[src/rtl/ram_ctrl_pkg.sv]
// rtl/ram_ctrl_pkg.sv - shared state encoding, requester indices and sizing helper for the RAM write controller
package ram_ctrl_pkg;

  localparam logic [0:0] ST_CLEAR = 1'b0;
  localparam logic [0:0] ST_ARB   = 1'b1;

  localparam logic REQ0 = 1'b0;
  localparam logic REQ1 = 1'b1;

  // A single-word RAM still needs a one-bit address port.
  function automatic int depth_log(input int depth);
    return (depth > 1) ? $clog2(depth) : 1;
  endfunction

endpackage

[src/rtl/rr_arb2.sv]
// rtl/rr_arb2.sv - two-input round-robin arbiter with one-hot grant, pointer kept by the caller
module rr_arb2
  import ram_ctrl_pkg::*;
(
  input  logic       rst_n,
  input  logic       enable,
  input  logic [1:0] valid,
  input  logic       ptr,
  output logic [1:0] grant,
  output logic       grant_idx
);

  // ptr names the requester that wins when both are valid.
  always_comb begin
    grant     = 2'b00;
    grant_idx = REQ0;
    if (rst_n && enable) begin
      if (valid[0] && (!valid[1] || (ptr == REQ0))) begin
        grant     = 2'b01;
        grant_idx = REQ0;
      end else if (valid[1]) begin
        grant     = 2'b10;
        grant_idx = REQ1;
      end
    end
  end

endmodule

[src/rtl/ram_dp_wr_arbiter.sv]
// rtl/ram_dp_wr_arbiter.sv - clears the RAM, then shares its write port between two requesters
module ram_dp_wr_arbiter
  import ram_ctrl_pkg::*;
#(
  parameter int               WIDTH     = 8,
  parameter int               DEPTH     = 16,
  parameter logic [WIDTH-1:0] CLR_VAL   = {WIDTH{1'b0}},
  parameter int               DEPTH_LOG = depth_log(DEPTH)
) (
  input  logic                 clk,
  input  logic                 rst_n,
  input  logic                 clr_start,
  output logic                 busy,
  input  logic                 req0_valid,
  input  logic [DEPTH_LOG-1:0] req0_addr,
  input  logic [WIDTH-1:0]     req0_data,
  output logic                 req0_ready,
  input  logic                 req1_valid,
  input  logic [DEPTH_LOG-1:0] req1_addr,
  input  logic [WIDTH-1:0]     req1_data,
  output logic                 req1_ready,
  output logic                 ram_we,
  output logic [DEPTH_LOG-1:0] ram_addr_wr,
  output logic [WIDTH-1:0]     ram_data_wr,
  output logic                 last_grant
);

  localparam logic [DEPTH_LOG-1:0] LAST_ADDR = DEPTH_LOG'(DEPTH - 1);

  logic [0:0]           state;
  logic [DEPTH_LOG-1:0] clr_cnt;
  logic                 ptr;
  logic                 arb_en;
  logic [1:0]           grant;
  logic                 grant_idx;

  assign busy   = (state == ST_CLEAR);
  // A clear request suppresses any grant in the same cycle.
  assign arb_en = (state == ST_ARB) && !clr_start;

  rr_arb2 u_arb (
    .rst_n     (rst_n),
    .enable    (arb_en),
    .valid     ({req1_valid, req0_valid}),
    .ptr       (ptr),
    .grant     (grant),
    .grant_idx (grant_idx)
  );

  assign req0_ready = grant[0];
  assign req1_ready = grant[1];

  always_ff @(posedge clk or negedge rst_n) begin
    if (!rst_n) begin
      state       <= ST_CLEAR;
      clr_cnt     <= '0;
      ptr         <= REQ0;
      last_grant  <= REQ0;
      ram_we      <= 1'b0;
      ram_addr_wr <= '0;
      ram_data_wr <= '0;
    end else begin
      case (state)
        ST_CLEAR: begin
          ram_we      <= 1'b1;
          ram_addr_wr <= clr_cnt;
          ram_data_wr <= CLR_VAL;
          if (clr_cnt == LAST_ADDR) begin
            state <= ST_ARB;
          end else begin
            clr_cnt <= clr_cnt + 1'b1;
          end
        end
        default: begin
          ram_we <= |grant;
          if (clr_start) begin
            state   <= ST_CLEAR;
            clr_cnt <= '0;
          end else if (|grant) begin
            // addr/data are sampled only here, at the handshake edge.
            ram_addr_wr <= (grant_idx == REQ1) ? req1_addr : req0_addr;
            ram_data_wr <= (grant_idx == REQ1) ? req1_data : req0_data;
            ptr         <= ~grant_idx;
            last_grant  <= grant_idx;
          end
        end
      endcase
    end
  end

endmodule
[config.mk]
export PLATFORM = sky130hd
export DESIGN_NAME = ram_dp_wr_arbiter
export DESIGN_NICKNAME = d
export VERILOG_FILES = /design/src/rtl/ram_ctrl_pkg.sv /design/src/rtl/rr_arb2.sv /design/src/rtl/ram_dp_wr_arbiter.sv
export SDC_FILE = /design/constraint.sdc
export NUM_CORES = 1
export LEC_CHECK = 0
export ABC_AREA = 1
export CAP_MARGIN = 40
export CORE_ASPECT_RATIO = 0.8
export CORE_MARGIN = 8
export CORE_UTILIZATION = 37
export CTS_CLUSTER_SIZE = 10
export DETAILED_ROUTE_END_ITERATION = 10
export PLACE_DENSITY_LB_ADDON = 0.25
export REMOVE_ABC_BUFFERS = 1
export SETUP_SLACK_MARGIN = 0.2
export SLEW_MARGIN = 10
export SYNTH_ARGS = -nofsm -noshare
export SYNTH_HDL_FRONTEND = slang
export SYNTH_SLANG_ARGS = --single-unit
[constraint.sdc]
create_clock -name clk -period 1.3 [get_ports clk]
set_input_delay 0.39 -clock clk [delete_from_list [all_inputs] [get_ports clk]]
set_output_delay 0.39 -clock clk [all_outputs]
set_load 0.01 [all_outputs]
### Yosys cells after proc, flatten, opt, wreduce, memory -nomap -nowiden

Cells that the tools add are included.

* word-level logic and storage cells: 48
* flip-flop bits (word level): 20
* output and inout bits: 17
* input bits: 29

* reductions and logical operators: 10
* muxes and demuxes: 21
* add/subtract/negate cells: 1
* bitwise gates (word level): 4
* equality and inequality tests: 5

Operators with widths (count)
* 8-bit 2-to-1 mux: 4
* 4-bit 2-to-1 mux: 7
* 1-bit 2-to-1 mux: 7
* 2-bit 2-to-1 mux: 3
* 2-bit != test, second input constant: 3
* 4-bit by 1-bit adder with 4-bit output, second input constant: 1
* 4-bit == test, second input constant: 1
* 1-bit inverter: 4
* 2-bit AND reduction: 2
* 1-bit logical AND: 3
* 3-bit AND reduction: 1
* 1-bit logical NOT: 2
* 2-bit by 1-bit != test with 1-bit output, second input constant: 1
* 2-bit OR reduction: 1
* 1-bit logical OR: 1

### Logic depth before layout (Yosys ltp)

Gate-level depths: netlist of the first run.

* depth in word-level cells: 9
* mapped depth: 8

### Modules after synthesis

Synthesis of the first run repeated with hierarchy kept, for this count alone.

* cells, all modules: 148
* area, all modules: 1077.3 µm²

Modules (own cells, without submodules)
* ram_dp_wr_arbiter: sequential area each 500.5 µm², instances 1, cells each 139, area each 1037.2 µm²
* rr_arb2: sequential area each 0.0 µm², instances 1, cells each 9, area each 40.0 µm²

### Worst setup path before layout of the first run

Ideal clock, no wire load.

* path kind: input port to output port
* start: input port clr_start
* end: output port req1_ready
* buffers on the path: 1
* data required time: 0.910 ns
* arrival time: 0.952 ns
* path slack: -0.042 ns
* stages on the path: 6
* path through: inv_1 nand3_2 inv_2 nand2_2 buf_6 inv_1

* word-level cells in the longest chain between the ends: 4

RTL lines
* start: declaration: line ram_dp_wr_arbiter.sv:12 `input logic clr_start,`
* 1-bit logical NOT: line ram_dp_wr_arbiter.sv:39 `assign arb_en = (state == ST_ARB) && !clr_start;`
* 1-bit logical AND: line ram_dp_wr_arbiter.sv:39
* 1-bit logical AND: line rr_arb2.sv:17 `if (rst_n && enable) begin`
* 2-bit 2-to-1 mux: line rr_arb2.sv:17
* end: declaration: line ram_dp_wr_arbiter.sv:21 `output logic req1_ready,`

Every way passes these cells.

### Final worst setup path of the first run

* start: register ptr
* end: output port req1_ready

* word-level cells in the longest chain between the ends: 5

RTL lines
* start: declaration: line ram_dp_wr_arbiter.sv:32 `logic ptr;`
* start signal: assignment: line ram_dp_wr_arbiter.sv:83 `ptr <= ~grant_idx;`
* 1-bit inverter: line rr_arb2.sv:18 `if (valid[0] && (!valid[1] || (ptr == REQ0))) begin`
* 1-bit logical OR: line rr_arb2.sv:18
* 1-bit logical AND: line rr_arb2.sv:18
* 2-bit 2-to-1 mux: line rr_arb2.sv:18
* 2-bit 2-to-1 mux: line rr_arb2.sv:17

Every way passes these cells.

==> results_dict.tcl, run 1 <==
set metrics [dict create \
    fin_setup_tns_ps -1280 \
    startpoint_type "register" \
    insertion_delay_ps 310 \
    netlist_area_sq_um 1050 \
    synthXorXnorAreaFrac_pct 0.835 \
    htreeDepth 1 \
    final_area_sq_um 1960 \
    synth_seq_cells 20 \
    antennaDiodeCount 0 \
    wl_per_cell_um 15.4 \
    gp_congestion 0.771 \
    hold_viol 0 \
    crit_chain "inv_2, a21oi_4, nand2_4, inv_2, buf_6" \
    grt_max_degree 21 \
    grt_pass1_vias 1197 \
    nets 243 \
    yosysWarnings 0 \
    fmax_mhz 642 \
    synth_compound_area_share_pct 11.5 \
    clockBufferDepth 2 \
    worstPathArrival_ps 1170 \
    placed_area_sq_um 1600 \
    wl_mm 3.86 \
    maxSlewViolCount 0 \
    syn_to_final_growth_pct 87.1 \
    power_density_nw_per_um2 1470 \
    critPathKind "register to primary output" \
    reg2reg_to "clr_cnt[3]$_DFFE_PN0P_" \
    vias 1210 \
    netlist_instances 131 \
    crit_required_ps 910 \
    p_leak_nw 1.05 \
    antenna_found_initial 0 \
    nFillCells 218 \
    ys_seq_area_share_pct 47.7 \
    setup_ws_ps -257 \
    drt_iter0_drc 79 \
    grt_usage_pct 15.1 \
    rows 17 \
    cp-end-kind "primary output" \
    postRouteAntennaNets 0 \
    die-width_um 75.5 \
    cts_sinks 20 \
    dp_slack_ps -916 \
    io_pins 46 \
    synth_cell_types 20 \
    die_h_um 63.6 \
    whs_ps 252 \
    post-route-period-util_pct 120 \
    dp_hpwl_mm 2.48 \
    grt_remaining_overflow 0 \
    max_slew_margin_pct 82.3 \
    grt_setup_unrepaired "yes" \
    status "finished, violations left" \
    tightest_slew_ps 266 \
    worstPathMaxFanout 2 \
    grt_first_pass_wirelength_mm 5.74 \
    rr_startpoint "state$_DFF_PN0_" \
    fin_skew_ps 4.63 \
    port_buffers 45 \
    period_minus_slack_ps 1560 \
    synth_fa_ha_area_share_pct 1.19 \
    violations "setup timing" \
    syn_area_per_cell_sq_um 8.00 \
    cts_buffers 3 \
    layout-drive-gt1-share_pct 40.1 \
    cts_tree "built" \
    finalSetupViolations 17 \
    drc 0 \
    maxCapViolCount 0 \
    initial_core_util_pct 38.5 \
    drt-vias-per-instance 4.84 \
    max_stage_delay_ps 390 \
    reg2reg_slack_ps -90 \
    cpMaxStageDelayCell "dfrtp_1" \
    hp-class "input pin to async pin" \
    synth-simple-area-share_pct 27.7 \
    core_area_sq_um 2720 \
    cp_common_cell "inv_2" \
    die_area_sq_um 4800 \
    synth_top_family_by_area "simple AND/OR/NAND/NOR gates" \
    synth.mux.area_fraction_pct 0 \
    drt_pass1_iterations 4 \
    cts-root-buf "clkbuf_4" \
    r2r_cells 9 \
    ir_drop_v 0.00114 \
    clkTransAtPathRegs_ps 110 \
]
[critical path, delay by kind of cell (launching register included)]
| family | cells | cell delay [ps] |
|---|---|---|
| AO/OA/AOI/OAI | 1 | 170 |
| AND/OR/NAND/NOR | 1 | 80 |
| buffers and inverters | 3 | 210 |
| flip-flops | 1 | 390 |
[synthesized netlist by cell type]
cell / count / area share (%)
nand3_2: 1 / 0.95
xor2_1: 1 / 0.84
inv_1: 19 / 6.8
o22ai_1: 1 / 0.60
o21ai_0: 2 / 0.95
a21oi_1: 2 / 0.95
nor2_1: 5 / 1.8
a21oi_2: 1 / 0.84
a21oi_4: 1 / 1.6
inv_2: 1 / 0.36
nand3b_1: 3 / 2.1
nand2_1: 50 / 18
nand2_2: 1 / 0.60
o211ai_1: 8 / 5.7
buf_4: 1 / 0.72
ha_1: 1 / 1.2
dfrtp_1: 20 / 48
nand3_1: 9 / 4.3
buf_6: 3 / 3.2
o21ai_2: 1 / 0.84
[layout by cell type (no fill, tap or decap), drive strengths merged, types with 3 or more instances in the layout]
master,Yosys,final
clkdlybuf4s50,0,24
a21oi,4,4
buf,4,52
dfrtp,20,20
o21ai,3,3
nand2,51,51
o211ai,8,8
dlygate4sd2,0,4
inv,20,20
nand3b,3,3
nor2,5,5
clkbuf,0,5
nand3,10,10
[sequential cells by signal (all words and copies together) (netlist names)]
name	count
ram_data_wr	8
clr_cnt	4
ram_addr_wr	4
last_grant	1
ptr	1
ram_we	1
state	1
[layout make-up]
type	instances	area, sq um	share of cell area (%)
clock buffer	4	36.3	1.85
inverter	20	82.6	4.21
multi-input combinational	87	529	27.0
sequential	20	500	25.5
tap	38	47.5	2.42
timing repair buffer	81	766	39.0
[cell families after synthesis]
| logic type | Yosys count |
|---|---|
| xor gates and xnor gates | 1 |
| AOI/OAI and AO/OA | 16 |
| and+or+nand+nor | 69 |
| adders and majority gates | 1 |
| buffers and inverters | 24 |
| DFF | 20 |
[power by group]
group	internal (mW)	switching [mW]
Combinational	0.804	0.728
Clock	0.171	0.198
Sequential	0.813	0.162
Total	1.79	1.09
[routing by layer]
metal,track usage [%],vias up,wire length (um)
li1,-,574,-
met1,18.0,568,1530
met2,26.0,58,1970
met3,5.06,10,318
met4,1.44,0,38
met5,0,-,0
[worst max-delay path by stage]
stage / startpoint / slack [ps] / endpoint
after global placement: rst_n / -870 / req0_ready
final: ptr$_DFFE_PN0P_ / -260 / req1_ready
after CTS: ptr$_DFFE_PN0P_ / -250 / req1_ready
after detailed placement: req1_valid / -920 / ram_addr_wr[0]$_DFFE_PN0P_
after global routing: state$_DFF_PN0_ / -300 / req1_ready
after floorplan: req1_valid / -120 / ram_addr_wr[0]$_DFFE_PN0P_
[stage by stage]
stage	power (mW)	util [%]	instances
after floorplan	1.46	-	127
after global placement	1.99	58.6	222
after detailed placement	2.05	58.6	222
after CTS	2.68	66.4	242
after global routing	3.04	72.1	250
final	2.88	72.1	250
[what timing repair did]
action,in CTS,in global routing
buffers inserted,15,7
cloned,1,1
gates resized for setup,105,20
hold buffers,0,0
pin swaps,8,8
endpoints found under the setup margin,37,37
No activity file was read; power rests on OpenSTA's default activity.
==> run 2, diff against run 1 <==
GPL_ROUTABILITY_DRIVEN = 0   (was not set)
==> results of run 2 <==
Final layout, timing and power as in run 1 (identical DEF).
==> patch: new RTL, config.mk and constraints of run 1 <==
Set the parameter `WIDTH` to 7 (it was 8).
--- a/src/rtl/ram_dp_wr_arbiter.sv
+++ b/src/rtl/ram_dp_wr_arbiter.sv
@@ -2,7 +2,7 @@
 module ram_dp_wr_arbiter
   import ram_ctrl_pkg::*;
 #(
-  parameter int               WIDTH     = 8,
+  parameter int               WIDTH     = 7,
   parameter int               DEPTH     = 16,
   parameter logic [WIDTH-1:0] CLR_VAL   = {WIDTH{1'b0}},
   parameter int               DEPTH_LOG = depth_log(DEPTH)
Interface: changed (resized ram_data_wr, req0_data and req1_data); port bits go from 46 to 43. The function was not compared with the original's and may differ.
==> patch against run 1 <==
- total power fell by 4.3%
- area after synthesis fell by 9.2%
- design area fell by 8.4%
- die area fell by 7.1%
- wire length fell by 3.9%
- clock power fell by 17%
- sequential cell count fell by 1
- first-iteration DRC count fell by 37%
- critical endpoint unchanged
- sequential power fell by 5.0%
- worst setup slack improved by 0.040 ns
- largest cell class unchanged
- the flow still finishes with violations (negative setup slack)
==> patch: results (changes against run 1) <==
[timing]
holdWs_ns = 0.264  ; was 0.252 ns
setup_viol = 21  ; was 17
final.setup.tns_ns = -2.54  ; was -1.28 ns
clock_skew_ns = 0.00469  ; was 0.00463 ns
tightest_slew_ns = 0.263  ; was 0.266 ns
fin_ws_ns = -0.217  ; was -0.257 ns

[pwr]
p_seq_mw = 0.927  ; was 0.976 mW
pwr-share-seq = 0.337  ; was 0.339
power.leakage_nw = 0.895  ; was 1.05 nW
ir_drop_mv = 0.893  ; was 1.14 mV
switching_share = 0.389  ; was 0.378
p_clk_mw = 0.308  ; was 0.369 mW

[finish]
drive_above_1_share = 0.459  ; was 0.401
nets = 225  ; was 243
top_regs = ram_data_wr (7), clr_cnt (4), ram_addr_wr (4)  ; was ram_data_wr (8), clr_cnt (4), ram_addr_wr (4)
num_antenna_cells = 0  ; unchanged

[global_route]
track_usage = 0.159  ; was 0.151
grt_max_degree = 20  ; was 21
met2_usage = 0.268  ; was 0.260
met1_usage = 0.189  ; was 0.180
grt_pass1_wl_um = 5400  ; was 5740 um
use_met3 = 0.0472  ; was 0.0506

[run_status]
violations = negative setup slack  ; unchanged
outcome = complete, but fails checks  ; unchanged

[place]
post-place-cells = 207  ; was 222
port-buffer-count = 42  ; was 45
dp_hpwl_um = 2330  ; was 2480 um
gp_congestion = 0.744  ; was 0.771

[detailed_routing]
drtIter0Drc = 50  ; was 79
viasPerCell = 4.84  ; about the same
routed_wirelength_um = 3700  ; was 3860 um
dr.pass1.iters = 4  ; unchanged
vias = 1123  ; was 1210

[setup_path]
reg2reg_slack_ns = -0.17  ; was -0.09 ns
reg2reg_from = ptr  ; was state
worstPathMaxFanout = 2  ; unchanged
r2r-end = ram_data_wr[1]  ; was clr_cnt[3]

[synth]
ys_top_cells_by_area = dfrtp_1 50%, nand2_1 13%, o21ai_0 5.3%, nand3_1 4.7%, nor2_1 4.7%  ; was dfrtp_1 48%, nand2_1 18%, inv_1 6.8%, o211ai_1 5.7%, nand3_1 4.3%
synth_seq_area_share = 0.499  ; was 0.477
synthTopCellsByCount = 33 x nand2_1, 19 x dfrtp_1, 12 x nor2_1  ; was 50 x nand2_1, 20 x dfrtp_1, 19 x inv_1
synth.avg_cell_area_um2 = 8.14  ; was 8.00 um^2

[clock_network]
clock_path_buffers = 2  ; unchanged

## patch: changes by cell type in the layout (fill, tap and decap cells not counted), moves of 2 or more
cell | run 1 | this run
buf_12 | 2 | 0
o211ai_1 | 8 | 0
nor2_1 | 2 | 10
o21ai_0 | 0 | 5
inv_1 | 13 | 4
nand2_4 | 4 | 2
clkdlybuf4s50_1 | 24 | 22
o21ai_2 | 1 | 3
nand2_1 | 43 | 21
nand2_2 | 4 | 11
buf_2 | 9 | 13
buf_6 | 14 | 12
o21ai_1 | 1 | 8
## patch: cells by family after synthesis
family,synth area share
buffers and inverters,0.0710
xor gates and xnor gates,0.00920
adders and majority gates,0.0131
and+or+nand+nor,0.271
AOI/OAI and AO/OA,0.137
DFF,0.499
## patch: what timing repair did
item | in CTS | in global routing
resized for setup | 94 | 31
buffers inserted | 10 | 9
gates cloned | 1 | 1
hold buffers | 0 | 0
setup endpoints to repair | 35 | 35
pin swaps | 5 | 12
## patch: layer usage
metal  share of wire  wire length (um)
met4           0.033               123
met3           0.062               229
met2            0.49              1810
met1            0.42              1540
met5               0                 0
## patch: worst reg2reg max path: stages, from the launching register on
cell	delay, ns
dfrtp_1	0.41
nand2_1	0.08
nand2_2	0.07
buf_6	0.13
buf_6	0.11
a21oi_4	0.21
nor2_4	0.09
buf_6	0.15
nand2_1	0.06
o21ai_1	0.06
## patch: area by class of cell
| class | instances | area, um^2 |
|---|---|---|
| multi-input combinational | 83 | 513 |
| fill | 194 | 644 |
| clock buffer | 4 | 26.3 |
| timing repair buffer | 78 | 683 |
| tap | 36 | 45.0 |
| inverter | 12 | 55.1 |
| sequential | 19 | 475 |
